$ cat config.mk
export PLATFORM = sky130hd
export DESIGN_NAME = cpu_sequencer
export DESIGN_NICKNAME = d
export VERILOG_FILES = /design/src/rtl/cpu_sequencer_pkg.sv /design/src/rtl/cpu_sequencer_seq_timeout.sv /design/src/rtl/cpu_sequencer.sv
export SDC_FILE = /design/constraint.sdc
export NUM_CORES = 1
export LEC_CHECK = 0
export CAP_MARGIN = 40
export CORE_UTILIZATION = 55
export CTS_CLUSTER_SIZE = 10
export DETAILED_ROUTE_END_ITERATION = 7
export DONT_BUFFER_PORTS = 1
export PLACE_DENSITY = 0.7
export REMOVE_ABC_BUFFERS = 1
export SKIP_LAST_GASP = 1
export SYNTH_ARGS = -nofsm -noshare
export SYNTH_HDL_FRONTEND = slang
export SYNTH_HIERARCHICAL = 1
export SYNTH_SLANG_ARGS = --single-unit
$ cat constraint.sdc
create_clock -name clk -period 5.3 [get_ports clk]
set_input_delay 1.06 -clock clk [delete_from_list [all_inputs] [get_ports clk]]
set_output_delay 1.06 -clock clk [all_outputs]
set_load 0.05 [all_outputs]
$ cat src/rtl/cpu_sequencer_pkg.sv
// Shared phase encodings, opcodes and datapath width for the cpu_sequencer slice.
package cpu_sequencer_pkg;

  localparam int unsigned WIDTH = 32;

  typedef enum logic [1:0] {
    FETCH      = 2'd0,
    DECODE     = 2'd1,
    EXECUTE    = 2'd2,
    WRITE_BACK = 2'd3
  } phase_e;

  localparam logic [4:0] OP_MOV = 5'h01;
  localparam logic [4:0] OP_CMP = 5'h02;
  localparam logic [4:0] OP_BR  = 5'h10;
  localparam logic [4:0] OP_HLT = 5'h1F;

  // Branches update the PC only; every other retiring opcode writes the regbank.
  function automatic logic writes_back(input logic [4:0] op);
    return op != OP_BR;
  endfunction

endpackage

$ cat src/rtl/cpu_sequencer_seq_timeout.sv
// Instruction-fetch timeout counter: loadable, clearable, incrementing, with a terminal-count flag.
module seq_timeout #(
  parameter int unsigned TIMEOUT_W    = 8,
  parameter int unsigned IMEM_TIMEOUT = 15
) (
  input  logic                 clk,
  input  logic                 reset,
  input  logic                 clr,
  input  logic                 inc,
  input  logic                 load,
  input  logic [TIMEOUT_W-1:0] load_val,
  output logic                 tc
);

  logic [TIMEOUT_W-1:0] count;

  // tc flags the increment that would make the count reach IMEM_TIMEOUT.
  assign tc = inc && (count == TIMEOUT_W'(IMEM_TIMEOUT - 1));

  always_ff @(posedge clk or negedge reset) begin
    if (!reset)    count <= '0;
    else if (clr)  count <= '0;
    else if (load) count <= load_val;
    else if (inc)  count <= count + 1'b1;
  end

endmodule

$ cat src/rtl/cpu_sequencer.sv
// Handshaked multi-cycle control sequencer (FETCH/DECODE/EXECUTE/WRITE_BACK).
// Optional performance counters enabled by defining SEQ_PERF_COUNTERS_EN.
module cpu_sequencer
  import cpu_sequencer_pkg::*;
#(
  parameter int unsigned IMEM_TIMEOUT = 15,
  parameter int unsigned TIMEOUT_W    = 8
) (
  input  logic        clk,
  input  logic        reset,
  input  logic        run,
  output logic        imem_req,
  input  logic        imem_ack,
  input  logic [4:0]  opcode,
  input  logic        alu_busy,
  output logic        inst_latch_en,
  output logic        pc_enable,
  output logic        write_enable,
  output logic [1:0]  state,
  output logic        halted,
  output logic        fault,
  output logic [31:0] retired_count,
  output logic [31:0] stall_count
);

  phase_e state_q, state_d;
  logic   req_d, halted_d, fault_d;
  logic   tmo_clr, tmo_tc, fetch_wait;

  assign state         = state_q;
  assign fetch_wait    = (state_q == FETCH) && imem_req && !imem_ack;
  assign inst_latch_en = imem_req && imem_ack;
  assign pc_enable     = (state_q == WRITE_BACK);
  assign write_enable  = (state_q == WRITE_BACK) && writes_back(opcode);

  seq_timeout #(
    .TIMEOUT_W    (TIMEOUT_W),
    .IMEM_TIMEOUT (IMEM_TIMEOUT)
  ) u_timeout (
    .clk      (clk),
    .reset    (reset),
    .clr      (tmo_clr),
    .inc      (fetch_wait),
    .load     (1'b0),
    .load_val ('0),
    .tc       (tmo_tc)
  );

  always_ff @(posedge clk or negedge reset) begin
    if (!reset) begin
      state_q  <= FETCH;
      imem_req <= 1'b0;
      halted   <= 1'b0;
      fault    <= 1'b0;
    end else begin
      state_q  <= state_d;
      imem_req <= req_d;
      halted   <= halted_d;
      fault    <= fault_d;
    end
  end

  always_comb begin
    state_d  = state_q;
    req_d    = imem_req;
    halted_d = halted;
    fault_d  = fault;
    tmo_clr  = 1'b0;
    case (state_q)
      FETCH: begin
        if (imem_req) begin
          // Ack is checked first so a same-cycle ack beats the timeout.
          if (imem_ack) begin
            state_d = DECODE;
            req_d   = 1'b0;
            tmo_clr = 1'b1;
          end else if (tmo_tc) begin
            fault_d = 1'b1;
            req_d   = 1'b0;
          end
        end else if (run && !halted && !fault) begin
          req_d   = 1'b1;
          tmo_clr = 1'b1;
        end
      end
      DECODE: begin
        if (opcode == OP_HLT) begin
          halted_d = 1'b1;
          state_d  = FETCH;
        end else begin
          state_d  = EXECUTE;
        end
      end
      EXECUTE:    if (!alu_busy) state_d = WRITE_BACK;
      WRITE_BACK: state_d = FETCH;
      default:    state_d = FETCH;
    endcase
  end

`ifdef SEQ_PERF_COUNTERS_EN
  logic exec_stall;
  assign exec_stall = (state_q == EXECUTE) && alu_busy;

  always_ff @(posedge clk or negedge reset) begin
    if (!reset) begin
      retired_count <= '0;
      stall_count   <= '0;
    end else begin
      if (state_q == WRITE_BACK)     retired_count <= retired_count + 32'd1;
      if (fetch_wait || exec_stall)  stall_count   <= stall_count + 32'd1;
    end
  end
`else
  assign retired_count = '0;
  assign stall_count   = '0;
`endif

endmodule

==> impl_metrics.ini <==
[sta]
slew_violations = 0
fin_hold_ws_ns = 0.458
finClkSkew_ns = 0.00112
finalSetupViolCount = 0
fin_crit_sh = 0.604
final-hold-violation-count = 0
setup_ws_ns = 2.10
worstMarginPinSlew_ns = 0.843
max_freq_mhz = 312
rsz0062_at_grt = false
relSlewSlack = 0.437
period_needed_ns = 3.20
fin_tns_setup_ns = 0

[placed_design]
place_area_sq_um = 1060
place_hpwl_mm = 1.29
pre_cts_ws_ns = 2.30
portBuffers = 0
gp_congestion = 0.830
dp_cells = 177

[synth]
ys_warn_count = 6
ys_ff_latch = 13
syn_avg_cell_area_sq_um = 8.79
synth_area_sq_um = 1260
synth-seq-area-share = 0.259
syn-instance-count = 143
ys_types = 35

[cells_and_area]
final_nets = 167
syn2layout_area_growth_pct = -13.7
finalInstanceArea_sq_um = 1080
final_util = 0.526
layout_commonest_cell = conb_1
layout_common_cells = conb_1, dfrtp_1, nand2_1, nor2_1
n_fill_cell = 203
diodes = 0
drive_gt1_frac = 0.0584
final_cells = 181

[status]
status = finished, final reports clean

[pwr]
peakVddDrop_v = 0.000351
cellPowerDensity_nw_per_um2 = 499
p_total_mw = 0.542
power_leakage_nw = 0.572

[worst_setup_path]
crit_type = reg -> out
worstSetupStartpointType = flop
crit_path_end = write_enable
timing.rr.end = u_timeout/count[6]
critPathLaunch = state[0]
path_cells = and2_1, o21a_1
critPathMaxFanout = 7
worst_path_max_delay_cell = dfrtp_1
crit_required_ns = 4.24
crit_arrival_ns = 2.14
worst_setup_path_end_kind = output pin
r2r_slack_ns = 2.84
cpPeakStageDelay_ns = 0.77
reg2reg_depth = 4

[worst_hold_path]
hp-class = in -> async

[die]
start_util = 0.610
ios = 82
dieArea_sq_um = 2480
std_cell_rows = 16
fp.coreArea_sq_um = 2060
die_height_um = 49.8
die_w_um = 49.8

[route]
vias = 736
wl_per_cell_um = 9.54
via_per_inst = 4.07
drt_pass1_iterations = 4
drt_iter0_markers = 6
ant_nets = 0
drt-total-wl_mm = 1.73
drc = 0

[clocking]
cts_buffer_depth = 2
cts_tree = done
clkTransAtPathRegs_ns = 0.07
post_cts_resized = 0
clkSinkCount = 13
cts_buffers = 3
postCtsSetupRepairBufs = 0
clkLatencyLatePin_ns = 0.29
root_buffer = clkbuf_4
cts_hold_buf = 0
htreeDepth = 1

[global_route]
grt_pass1_vias = 608
grt_max_degree = 15
grt_pass1_wl_mm = 2.62
antenna_found_initial = 0
grt-ovfl-total = 0
grtUsageTotal = 0.144

[flow_run]
cap_violations = 0
## state kept, by name, indices dropped and copies added, names as in the netlist, named ones only
signal / flops
halted: 1
fault: 1
state: 1
u_timeout/count: 8
imem_req: 1
## power by group
| part | internal, mW | switching (mW) |
|---|---|---|
| Combinational | 0.0560 | 0.181 |
| Clock | 0.0293 | 0.0332 |
| Sequential | 0.135 | 0.107 |
## logic make-up (layout without fill, tap and decap cells)
group / count (synthesis) / after routing / share of synthesized area
simple gates: 33 / 33 / 0.159
buf+inv: 70 / 7 / 0.415
flops: 13 / 13 / 0.259
other cells: 1 / 75 / 0.00298
mux: 1 / 1 / 0.00895
compound gates: 19 / 19 / 0.107
fa+ha+maj: 2 / 2 / 0.0199
xor+xnor: 4 / 4 / 0.0279
## critical path: cells and delay by family, from the launching register on
kind,cells,cell delay (ns)
AOI/OAI and AO/OA,1,0.51
DFF,1,0.77
and+or+nand+nor,1,0.57
## layout make-up
type                    instances  area (sq um)  area share
well taps                      27          33.8      0.0311
multi-input cells             134           688       0.634
inverters                       3          11.3      0.0104
clock buffers                   4          26.3      0.0242
flip-flops and latches         13           325       0.300
## worst min-delay path by stage
stage | slack (ns) | end
2_1_floorplan | 0.57 | u_timeout/count[5]
3_3_place_gp | 0.60 | u_timeout/count[7]
3_5_place_dp | 0.62 | u_timeout/count[6]
4_1_cts | 0.45 | u_timeout/count[4]
5_1_grt | 0.44 | u_timeout/count[4]
6_report | 0.46 | u_timeout/count[6]
## synth_stat cells
cell / instances / area share
nor2_1: 8 / 0.024
a311oi_2: 1 / 0.012
nor3_1: 1 / 0.0040
o21a_1: 1 / 0.0060
nand2b_1: 1 / 0.0050
buf_2: 1 / 0.0040
or3_1: 3 / 0.015
nor4_1: 1 / 0.0050
a21o_1: 3 / 0.018
nand4b_1: 2 / 0.014
clkdlybuf4s50_2: 1 / 0.0090
nand4_1: 3 / 0.015
and2_1: 1 / 0.0050
buf_4: 64 / 0.38
ha_1: 2 / 0.020
or4b_4: 1 / 0.011
o21ai_0: 4 / 0.016
a21oi_1: 2 / 0.0080
nand4_2: 1 / 0.0099
o21bai_1: 1 / 0.0060
xor2_1: 4 / 0.028
a21boi_1: 1 / 0.0060
nor3_2: 1 / 0.0080
a311oi_1: 1 / 0.0070
a31oi_1: 1 / 0.0050
nand2_1: 8 / 0.024
inv_1: 3 / 0.0090
dfrtp_1: 13 / 0.26
conb_1: 1 / 0.0030
clkbuf_8: 1 / 0.011
or4b_1: 1 / 0.0080
o211ai_1: 1 / 0.0060
a211oi_1: 3 / 0.018
mux2_2: 1 / 0.0090
nor4b_2: 1 / 0.012
## metal layers
metal,vias to the layer above,routed length (um),GRT usage
met5,-,0,0
met4,0,23,0.0714
met3,3,165,0.0494
met2,52,822,0.221
met1,317,716,0.177
li1,364,-,-
Power figures use the tool's default switching activity.
